`config.mk`:
```
export PLATFORM = sky130hd
export DESIGN_NAME = cop_irq_ctl
export DESIGN_NICKNAME = d
export VERILOG_FILES = /design/src/rtl/cop_irq_ctl.sv
export SDC_FILE = /design/constraint.sdc
export NUM_CORES = 1
export LEC_CHECK = 0
export ABC_AREA = 1
export CORE_MARGIN = 1
export CORE_UTILIZATION = 32
export CTS_CLUSTER_SIZE = 25
export DETAILED_ROUTE_END_ITERATION = 6
export GPL_ROUTABILITY_DRIVEN = 0
export PLACE_DENSITY_LB_ADDON = 0.1
export SLEW_MARGIN = 15
export SYNTH_ARGS = -nofsm -noshare
export SYNTH_HDL_FRONTEND = slang
export SYNTH_SLANG_ARGS = --single-unit
```
`constraint.sdc`:
```
create_clock -name clk -period 1.7 [get_ports clk]
set_input_delay 0.255 -clock clk [delete_from_list [all_inputs] [get_ports clk]]
set_output_delay 0.255 -clock clk [all_outputs]
set_load 0.005 [all_outputs]
```
`src/rtl/cop_irq_ctl.sv`:
```
// Coprocessor-bus interrupt controller: a free-running/auto-reload timer, eight
// synchronized edge-triggered external sources, W1C status and a 3-state request FSM.

`ifndef DMEM_SW
`define DMEM_SW 4'b1000
`endif
`ifndef DMEM_LW
`define DMEM_LW 4'b0100
`endif

module cop_irq_ctl #(
    parameter logic [31:0] BASE_ADDR = 32'h0000_F000,
    parameter logic [31:0] VEC_RST   = 32'h0000_0080
) (
    input  logic        clk,
    input  logic        rst,
    input  logic [31:0] cop_addr_i,
    input  logic [31:0] cop_data_i,
    input  logic [3:0]  cop_mem_ctl_i,
    output logic [31:0] cop_dout_o,
    input  logic [7:0]  ext_irq_i,
    output logic        irq_o,
    output logic [31:0] irq_addr_o,
    input  logic        iack_i
);

    localparam logic [3:0] C_SW = `DMEM_SW;
    localparam logic [3:0] C_LW = `DMEM_LW;

    typedef enum logic [1:0] {
        S_IDLE = 2'd0,
        S_REQ  = 2'd1,
        S_SERV = 2'd2
    } irq_state_t;

    irq_state_t  r_state;
    irq_state_t  w_state_nxt;

    logic [2:0]  r_ctrl;
    logic [31:0] r_load;
    logic [31:0] r_count;
    logic [8:0]  r_status;
    logic [8:0]  r_mask;
    logic [31:0] r_vector;
    logic [31:0] r_dout;
    logic        r_irq;
    logic [31:0] r_irq_addr;

    logic [7:0]  r_sync1;
    logic [7:0]  r_sync2;
    logic [7:0]  r_sync3;

    logic [29:0] w_word_addr;
    logic [2:0]  w_idx;
    logic        w_sel;
    logic        w_wr;
    logic        w_rd;
    logic        w_wr_ctrl;
    logic        w_wr_load;
    logic        w_wr_count;
    logic        w_wr_status;
    logic        w_wr_mask;
    logic        w_wr_vector;
    logic [31:0] w_rdata;
    logic        w_hit;
    logic [7:0]  w_ext_rise;
    logic [8:0]  w_status_set;
    logic [8:0]  w_status_clr;
    logic        w_active;

    // Byte offset bits drop out of the word address; they never affect decode.
    assign w_word_addr = 30'(cop_addr_i >> 2);
    assign w_idx       = w_word_addr[2:0];
    assign w_sel       = (w_word_addr[29:3] == BASE_ADDR[31:5]);
    assign w_wr        = w_sel && (cop_mem_ctl_i == C_SW);
    assign w_rd        = w_sel && (cop_mem_ctl_i == C_LW);

    assign w_wr_ctrl   = w_wr && (w_idx == 3'd0);
    assign w_wr_load   = w_wr && (w_idx == 3'd1);
    assign w_wr_count  = w_wr && (w_idx == 3'd2);
    assign w_wr_status = w_wr && (w_idx == 3'd3);
    assign w_wr_mask   = w_wr && (w_idx == 3'd4);
    assign w_wr_vector = w_wr && (w_idx == 3'd5);

    always_comb begin
        w_rdata = '0;
        case (w_idx)
            3'd0:    w_rdata = {29'd0, r_ctrl};
            3'd1:    w_rdata = r_load;
            3'd2:    w_rdata = r_count;
            3'd3:    w_rdata = {23'd0, r_status};
            3'd4:    w_rdata = {23'd0, r_mask};
            3'd5:    w_rdata = r_vector;
            default: w_rdata = '0;
        endcase
    end

    // Load data is driven only for the cycle after a read; the bus is OR-combined.
    always_ff @(posedge clk) begin
        if (rst) begin
            r_dout <= '0;
        end else begin
            r_dout <= w_rd ? w_rdata : '0;
        end
    end

    always_ff @(posedge clk) begin
        if (rst) begin
            r_sync1 <= '0;
            r_sync2 <= '0;
            r_sync3 <= '0;
        end else begin
            r_sync1 <= ext_irq_i;
            r_sync2 <= r_sync1;
            r_sync3 <= r_sync2;
        end
    end

    assign w_ext_rise = r_sync2 & ~r_sync3;
    assign w_hit      = r_ctrl[0] && (r_count == 32'd0);

    // A software COUNT/CTRL write overrides what the timer would do this cycle.
    always_ff @(posedge clk) begin
        if (rst) begin
            r_ctrl  <= '0;
            r_load  <= '0;
            r_count <= '0;
        end else begin
            if (w_wr_ctrl) begin
                r_ctrl <= cop_data_i[2:0];
            end else if (w_hit && !r_ctrl[1]) begin
                r_ctrl[0] <= 1'b0;
            end

            if (w_wr_load) begin
                r_load <= cop_data_i;
            end

            if (w_wr_count) begin
                r_count <= cop_data_i;
            end else if (w_hit && r_ctrl[1]) begin
                r_count <= r_load;
            end else if (r_ctrl[0] && !w_hit) begin
                r_count <= r_count - 32'd1;
            end
        end
    end

    assign w_status_set = {w_ext_rise, w_hit};
    assign w_status_clr = w_wr_status ? cop_data_i[8:0] : 9'd0;

    always_ff @(posedge clk) begin
        if (rst) begin
            r_status <= '0;
            r_mask   <= '0;
            r_vector <= VEC_RST;
        end else begin
            // Set is OR-ed after the clear so a coincident event is never lost.
            r_status <= (r_status & ~w_status_clr) | w_status_set;
            if (w_wr_mask) begin
                r_mask <= cop_data_i[8:0];
            end
            if (w_wr_vector) begin
                r_vector <= cop_data_i;
            end
        end
    end

    assign w_active = r_ctrl[2] && (|(r_status & r_mask));

    always_comb begin
        w_state_nxt = r_state;
        case (r_state)
            S_IDLE: begin
                if (w_active) begin
                    w_state_nxt = S_REQ;
                end
            end
            S_REQ: begin
                if (iack_i) begin
                    w_state_nxt = S_SERV;
                end else if (!w_active) begin
                    w_state_nxt = S_IDLE;
                end
            end
            S_SERV: begin
                if (!w_active) begin
                    w_state_nxt = S_IDLE;
                end
            end
            default: w_state_nxt = S_IDLE;
        endcase
    end

    always_ff @(posedge clk) begin
        if (rst) begin
            r_state    <= S_IDLE;
            r_irq      <= 1'b0;
            r_irq_addr <= '0;
        end else begin
            r_state <= w_state_nxt;
            r_irq   <= (w_state_nxt == S_REQ);
            // Handler address is latched once per request so it cannot move under irq_o.
            if ((r_state == S_IDLE) && (w_state_nxt == S_REQ)) begin
                r_irq_addr <= r_vector;
            end
        end
    end

    assign cop_dout_o = r_dout;
    assign irq_o      = r_irq;
    assign irq_addr_o = r_irq_addr;

endmodule
```
# --- After elaboration in Yosys (flattened, before gate mapping) ---
# Index checks and enable logic that the tools add are counted.
totals:
  ff_bits: 208
  latch_bits: 0
  ramBits: 0
  mem_bits_ro: 0
  input_bits: 79
  output_inout_bits: 65
  elab_cells: 67
  mem_count: 0
classes:
  addsub: 1
  n_mul: 0
  n_div: 0
  magnitude_cmp: 0
  eq_ne: 11
  n_shift: 0
  n_mux: 11
  bitwise: 7
  n_reduce_logical: 23
op_table:
  columns: ["operator", "n"]
  rows:
  - ["32-bit one-hot mux with 6 select lines", 1]
  - ["32-bit two-way mux", 3]
  - ["32-bit logical NOT", 1]
  - ["32-bit by 1-bit subtractor with 32-bit output (second input constant)", 1]
  - ["27-bit by 11-bit == test with 1-bit output (second input constant)", 1]
  - ["9-bit AND", 2]
  - ["1-bit logical AND", 14]
  - ["9-bit two-way mux", 1]
  - ["9-bit inverter", 1]
  - ["9-bit OR", 1]
  - ["9-bit OR reduction", 1]
  - ["8-bit AND", 1]
  - ["8-bit inverter", 1]
  - ["3-bit by 2-bit == test with 1-bit output (second input constant)", 2]
  - ["3-bit == test (second input constant)", 2]
  - ["2-bit two-way mux", 3]
  - ["2-bit one-hot mux with 3 select lines", 1]
  - ["2-bit by 1-bit == test with 1-bit output (second input constant)", 2]
  - ["4-bit by 3-bit == test with 1-bit output (second input constant)", 1]
  - ["4-bit == test (second input constant)", 1]
  - ["3-bit by 1-bit == test with 1-bit output (second input constant)", 1]
  - ["3-bit logical NOT", 1]
  - ["3-bit nonzero test", 1]
  - ["2-bit == test (second input constant)", 1]
  - ["other kinds (6)", 8]

# --- Logic depth before layout (Yosys ltp) ---
logic_depth:
  depth_word: 8
  ltp_mapped: 13
  depth_no_buf: 13

# --- Least setup slack after synthesis ---
# OpenSTA, ideal clock, no wires.
synth_timing:
  path_type: "reg-to-reg"
  start: "reg r_count[0]"
  end: "reg r_count[13]"
  setup_ps: 139
  t_arrival_ps: 1519
  required_time_ps: 1561
  slack_ps: 42
  stages_incl_launch_ff: 13
  path_buffers: 1
  period_less_slack_ps: 1658
  path_cell_list: "dfxtp_1 > inv_1 > ha_1 > nand2_1 > nor2_1 > nand2_2 > nor2_8 > nand3_4 > inv_2 > buf_6 > nand2_1 > nand3_1 > a21oi_2"
synth_between:
  elab_chain_cells: 5
  word_cells_on_any_way: 10
  cone_classes: "1 x add/sub; 3 x mux; 6 x reduce/logical"
synth_lines:
  columns: ["item", "line_no", "source"]
  rows:
  - ["start: declaration", "41", "logic [31:0] r_count;"]
  - ["start signal: assignment", "140", "r_count <= cop_data_i;"]
  - ["start signal: assignment", "142", "r_count <= r_load;"]
  - ["start signal: assignment", "144", "r_count <= r_count - 32'd1;"]
  - ["branches (longest 5 deep; another with 32-bit by 1-bit subtractor with 32-bit output)", null, null]
# Several ways; the timed one is not identified. The select of a mux whose other input is x is not followed.
# A chain may end at the register's enable or synchronous reset.

# --- Worst setup path after layout ---
layout_timing:
  start: "reg r_count[0]"
  end: "reg r_count[27]"
# The elaborated chain is that of the path after synthesis.

==> reports/metrics.cfg <==
[synth]
seq_cells_post_synth=208
synthDominantCellAreaShare=0.431
synthesis.area_per_instance_sq_um=6.87
postSynthCellCount=1406
seq_area_frac_synth=0.431
ys_types=41
yosys.area.top_type=dfxtp_1
synthTopCellsByArea=dfxtp_1, nand2_1, nor2_1
synth.net_count=1487
synth_enable_flop_cells=0
ys_dominant_reg_cell=dfxtp_1
synth_async_sr_flop_share=0
synth.yosys.warnings=0
syn-cell-area_sq_mm=0.00966

[drt]
wl_per_cell_um=17.8
dr.first_iter.drc_count=766
routed_wirelength_um=37000
detail_route.vias_per_cell=4.94
drt-pass1-iter-count=5
routed-via-count=10300
count_of_antenna_violating_nets_left_after_detailed_routing=0
drcViolationCount=0

[layout]
layout.cell_area.non_filler_sq_mm=0.0143
synthesis_to_finish_area_growth_pct=48.1
fin_util=0.483
antenna-diode-count=0
drive_above_1_share=0.210
nNetsFinal=1747

[clock_tree]
clk_tree_root_cell=clkbuf_16
cts_tree=yes
cts.sinks=208
cts-buffers-inserted=24
cts.hold.buffers_added=0
clk_pin_slew_ns=0.06
clock_latency_ns=0.53
h_tree_levels=1
cts_max_path_buffers=3

[power_and_ir_drop]
power_density_over_the_cells_mw_per_mm2=752
report.power.total_w=0.0108
worst_ir_drop_vdd_v=0.000644
power.leakage_nw=5.86

[critical_path]
timing.critical_path.slowest_cell_delay_ns=0.35
worst_path_max_delay_cell=dfxtp_2
crit_family=simple AND/OR/NAND/NOR gates
timing.setup.critical_path_class=flop to flop
path_cells=inv_4, ha_4, nand2_2, nor2_2, nand2_4, nor2_8, buf_12, nand2_8, nand2_8, nor2_4, clkbuf_16, nand3_1, a21oi_2
buf_inv_on_cp=3
critical_path_peak_fanout=6
crit_arrival_ns=2.36
timing.critical_path.to_type=flop
critical_path.startpoint_type=flop
cp_common_cell=nand2_8
timing.critical_path.required_ns=2.16

[worst_hold_path]
timing.hold.worst.class=primary input to flop

[die]
floorplan.initialDensity=0.326
floorplan.io_pins=144
core_sq_mm=0.0296
fp.dieH_um=176
rows=63
die_area_sq_mm=0.0309
die_width_um=176

[placed_design]
placement.io_buffers=141
detailedPlacementHpwl_um=26800
placed_cell_area_sq_mm=0.0125
pre_cts_ws_ns=-0.574

[run]
max_cap_viol_count=0

[run_status]
run_status=complete, but fails checks
violations_in_the_final_reports=setup timing

[timing]
final_min_period_over_clock_period=1.12
hold_slack_ns=0.247
timing_max_transition_violations_final=0
fin_worst_skew_ns=0.0139
postLayoutSetupSlackWorst_ns=-0.209
max_freq_mhz=524
final_period_minus_worst_setup_slack_ns=1.91
rsz_0062_raised_after_global_routing=true
timing.max_slew.rel_slack=0.560
final_setup_violation_count=33
worst-slew-pin-transition_ns=0.661
timing_hold_violations_final=0

[global_routing]
largest_net_degree_at_the_start_of_global_routing=46
grt_pass1_vias=9626
gr-total-overflow=0
grtUsageTotal=0.231
grt_antenna_before_repair=0
grt_first_pass_wirelength_um=54600

cell usage in the layout (no fill, tap or decap), types with 8 or more instances in the layout:
cell / instances
a21oi_1: 112
nor2_1: 166
o22ai_1: 10
clkdlybuf4s50_1: 128
buf_4: 126
nand3_1: 72
dfxtp_1: 200
nand2_1: 298
nand2_2: 17
inv_1: 151
nand2_4: 16
clkbuf_16: 29
nor2_4: 10
dfxtp_2: 8
buf_6: 15
clkinv_2: 9
nand4_1: 41
dlymetal6s2s_1: 12
nor2_2: 18
o21ai_0: 85
a31oi_1: 16
a21oi_2: 24
nand3_2: 22
buf_12: 18
worst paths after layout:
check                   from     endpoint  slack, ns  depth (start not counted)
setup / recovery  r_count[0]  r_count[27]      -0.21                         13
hold / removal           rst   r_sync1[3]       0.25                          3
setup reg to reg  r_count[0]  r_count[27]      -0.21                         13
hold reg to reg   r_sync1[7]   r_sync2[7]       0.40                          2
final cells by class:
| type | instances | area (sq um) |
|---|---|---|
| Sequential cell | 208 | 4170 |
| Multi-Input combinational cell | 966 | 5120 |
| Clock buffer | 29 | 639 |
| Tap cell | 390 | 488 |
| Inverter | 159 | 607 |
| Timing Repair Buffer | 307 | 3110 |
| Fill cell | 3008 | 15300 |
| Clock inverter | 15 | 166 |
through the flow:
stage	instances	TNS [ns]
5_1_grt	2074	-7.49
4_1_cts	2064	-4.28
3_3_place_gp	2007	-60.82
6_report	2074	-5.09
2_1_floorplan	1406	0
3_5_place_dp	2007	-65.31
cells by family (layout without fill, tap and decap cells):
logic type                 Yosys count  count (layout)  share of synthesized area
buffers and inverters              232             510                     0.0990
xor gates and xnor gates             9               9                    0.00816
and+or+nand+nor                    679             679                      0.301
DFF                                208             208                      0.431
AOI/OAI and AO/OA                  276             276                      0.158
adders and majority gates            2               2                    0.00259
power by group:
| group | switching (W) | total [W] | leakage, nW | internal (W) |
|---|---|---|---|---|
| Clock | 0.00214 | 0.00528 | 0.398 | 0.00314 |
| Combinational | 0.000301 | 0.000558 | 3.78 | 0.000256 |
| Sequential | 0.0000144 | 0.00492 | 1.68 | 0.00491 |
Yosys cell counts (all sizes together) (2+ instances only):
cell and count:
clkbuf 40, nand3b 2, ha 2, xnor2 3, xor2 6, nor3 6
nor2 195, clkinv 2, a221oi 8, a21oi 136, buf 33, nand2 333
o21ai 94, nand3 98, a211oi 3, dfxtp 208, a31oi 22, nand4 41
inv 157, o22ai 10
tightest hold or removal path, delay by kind of cell:
family / cells / cell delay, ns
and+or+nand+nor: 1 / 0.10
buffers and inverters: 2 / 0.37
flip-flops by register name (all words and copies together) (netlist names), 8 cells and up:
register	flops
irq_addr_o	32
r_count	32
r_vector	32
r_sync1	8
cop_dout_o	32
r_sync3	8
r_status	9
r_mask	9
r_load	32
r_sync2	8
per-layer routing:
layer	vias up	global-route usage	wire, um
met1	4791	0.284	15600
li1	5095	-	-
met5	-	0	0
met3	70	0.0316	1820
met2	297	0.404	18100
met4	0	0.0938	1410
repair_timing:
action / CTS / global route
gates resized for setup: 77 / 96
pin swaps: 19 / 46
endpoints found under the setup margin: 34 / 173
setup buffers: 11 / 4
gates cloned: 3 / 6
Power figures use the tool's default switching activity.
==> edit, RTL diff (same flow settings) <==
Set the parameter `VEC_RST` to 32'h00000060 (it was 32'h0000_0080).
--- a/src/rtl/cop_irq_ctl.sv
+++ b/src/rtl/cop_irq_ctl.sv
@@ -12,3 +12,3 @@
     parameter logic [31:0] BASE_ADDR = 32'h0000_F000,
-    parameter logic [31:0] VEC_RST   = 32'h0000_0080
+    parameter logic [31:0] VEC_RST   = 32'h00000060
 ) (
Formal check against the unedited RTL: not equivalent (Yosys sat finds a counterexample within 4 cycles, from zero or initial values and one cycle with rst high).
==> edit against the unedited design <==
- via count increased by 0.70%
- worst setup slack improved by 48 ps
- wire length decreased by 0.12%
- worst hold slack improved by 5.1 ps
- sequential power about the same
- clock power increased by 4.7%
- highest routed layer is now met5
- the flow still finishes with violations (negative setup slack)
- first-iteration DRC count decreased by 14%
- final area decreased by 0.17%
- combinational power about the same
- critical path type unchanged
- sequential cell count unchanged
- power increased by 2.3%
- synthesized area increased by 2.3%
==> edit: results (changes against the unedited design) <==
stage	metric	value	unit	change
sta	hold_viol_final	0		unchanged
cts	h-tree-depth	1		unchanged
global_routing	grt_max_degree	54		was 46
yosys	ys_top_cells_by_count	nand2_1, dfxtp_1, nor2_1		unchanged
sta	setup_tns	-3360	ps	was -5090 ps
cts	cts_inserted_buffers	24		unchanged
place	port_buffers	141		unchanged
floorplan	start_util	32.9	%	was 32.6%
status	status	finished, violations left		unchanged
place	dpl_cell_area	0.0127	mm2	was 0.0125 mm2
drt	vias	10300		about the same
layout	drive_above_1_share	21.9	%	was 21.0%
yosys	synth_cell_type_count	43		was 41
yosys	yosysSeqAreaShare	42.1	%	was 43.1%
cts	clk_pin_slew	60	ps	about the same
global_routing	grt_pass1_wl	56400	um	was 54600 um
yosys	yosysWarnings	0		unchanged
drt	vias_per_cell	4.94		about the same
worst_hold_path	min_to	r_sync1[0]$_SDFF_PP0_		was r_sync1[3]$_SDFF_PP0_
sta	holdWs	252	ps	was 247 ps
critical_path	r2r-start	r_count[14]$_SDFFE_PP0P_		was r_count[0]$_SDFFE_PP0P_
status	violations	negative setup slack		unchanged
cts	cts_buffer_depth	3		unchanged
sta	fin_ws	-161	ps	was -209 ps
worst_hold_path	holdCritStartpoint	ext_irq_i[0]		was rst
critical_path	reg2reg_to	r_count[20]$_SDFFE_PP0P_		was r_count[27]$_SDFFE_PP0P_
layout	fillers	3000		was 3008
global_routing	grt_use_total	23.3	%	was 23.1%
sta	max_slew.worst_pin.slew	448	ps	was 661 ps
cts	root_buffer	clkbuf_16		unchanged
place	placed_cells	2020		was 2007
critical_path	crit_arrival	2250	ps	was 2360 ps
layout	diodes	0		unchanged
yosys	synth_area_leaders	dfxtp_1, nand2_1, nor2_1		unchanged
yosys	synthArstFlopShare	0	%	unchanged
cts	cts_tree	done		unchanged
drt	dr.pass1.iters	5		unchanged
critical_path	cp_max_fo	5		was 6
power	ir_drop	0.000618	V	was 0.000644 V
sta	finalClockSkew	10.3	ps	was 13.9 ps
place	dpl_worst_slack	-683	ps	was -574 ps
yosys	postSynthCellCount	1418		was 1406
yosys	synth_flop_cell	dfxtp_1		unchanged
power	swShare	21.8	%	was 22.8%
cts	insertion_delay	510	ps	was 530 ps
worst_hold_path	hold_depth	3		unchanged
drt	dr.first_iter.drc_count	660		was 766
worst_hold_path	hp-class	input port to flop		unchanged
layout	fin_nets	1762		was 1747
yosys	syn-num-nets	1499		was 1487
drt	postRouteWirelength	36900	um	was 37000 um
critical_path	reg2reg_depth	12		was 13
global_routing	antenna_found_initial	1		was 0
place	post-dp-hpwl	27400	um	was 26800 um
power	power.leakage	0.00584	uW	was 0.00586 uW
sta	setup_viol	32		was 33
==> edit: cell types whose count changed after synthesis, sizes merged, moves of 2 or more <==
cell,before,now
nand2,333,345
nor2,195,202
inv,157,153
o21ai,94,90
nand4,41,43
==> edit: what timing repair did <==
item / CTS / global route
gates resized for setup: 76 / 68
cloned: 4 / 3
setup endpoints to repair: 60 / 98
pin swaps: 23 / 9
setup buffers: 14 / 5
==> edit: final cells by class <==
class | instances | area [um2] | area share [%]
Timing Repair Buffer | 310 | 3060 | 21.4
Inverter | 154 | 593 | 4.15
Clock inverter | 9 | 129 | 0.902
Multi-Input combinational cell | 983 | 5110 | 35.8
Sequential cell | 208 | 4170 | 29.2
Clock buffer | 35 | 733 | 5.13
Tap cell | 390 | 488 | 3.42
==> edit: power groups by stage <==
stage                     sequential (uW)  combinational [uW]  clock (uW)
final                                4920                 558        5530
after global routing                 4920                 601        5870
after CTS                            4920                 553        5650
after detailed placement             5030                 551           0
after global placement               5030                 552           0
after floorplan                      5020                 175           0
==> edit: worst max path at each step <==
stage / from / end / slack [ps] / cells past startpoint
detailed placement: cop_addr_i[11] / r_count[21]$_SDFFE_PP0P_ / -680 / 11
CTS: r_count[15]$_SDFFE_PP0P_ / r_count[26]$_SDFFE_PP0P_ / -120 / 12
global route: r_count[1]$_SDFFE_PP0P_ / r_count[21]$_SDFFE_PP0P_ / -210 / 13
global placement: cop_addr_i[20] / r_count[22]$_SDFFE_PP0P_ / -610 / 11
finish: r_count[14]$_SDFFE_PP0P_ / r_count[20]$_SDFFE_PP0P_ / -160 / 12
floorplan: r_count[0]$_SDFFE_PP0P_ / r_count[13]$_SDFFE_PP0P_ / 10 / 12
==> edit: routing by layer <==
metal / vias to the layer above / global-route usage [%] / wire, um
met5: - / 0 / 11
met4: 2 / 10.8 / 1810
met3: 97 / 2.98 / 1670
met2: 322 / 39.6 / 17600
met1: 4761 / 29.0 / 15800
li1: 5143 / - / -
==> edit: logic make-up (layout without fill, tap and decap cells) <==
| group | after synthesis | in the layout | synth area share [%] |
|---|---|---|---|
| flops | 208 | 208 | 42.1 |
| fa+ha+maj | 2 | 2 | 0.253 |
| xor+xnor | 9 | 9 | 0.798 |
| buf+inv | 228 | 508 | 9.75 |
| simple gates | 700 | 701 | 31.5 |
| compound gates | 271 | 271 | 15.6 |
==> edit: worst max-delay path: stages (launching register included) <==
cell	delay (ps)
dfxtp_2	330
nor2_4	150
nand2_2	90
nor2_4	160
nand2_4	80
nor2_8	150
buf_6	120
nand3_4	120
inv_8	140
buf_12	130
nand2_1	90
nand3_1	110
a21oi_2	50
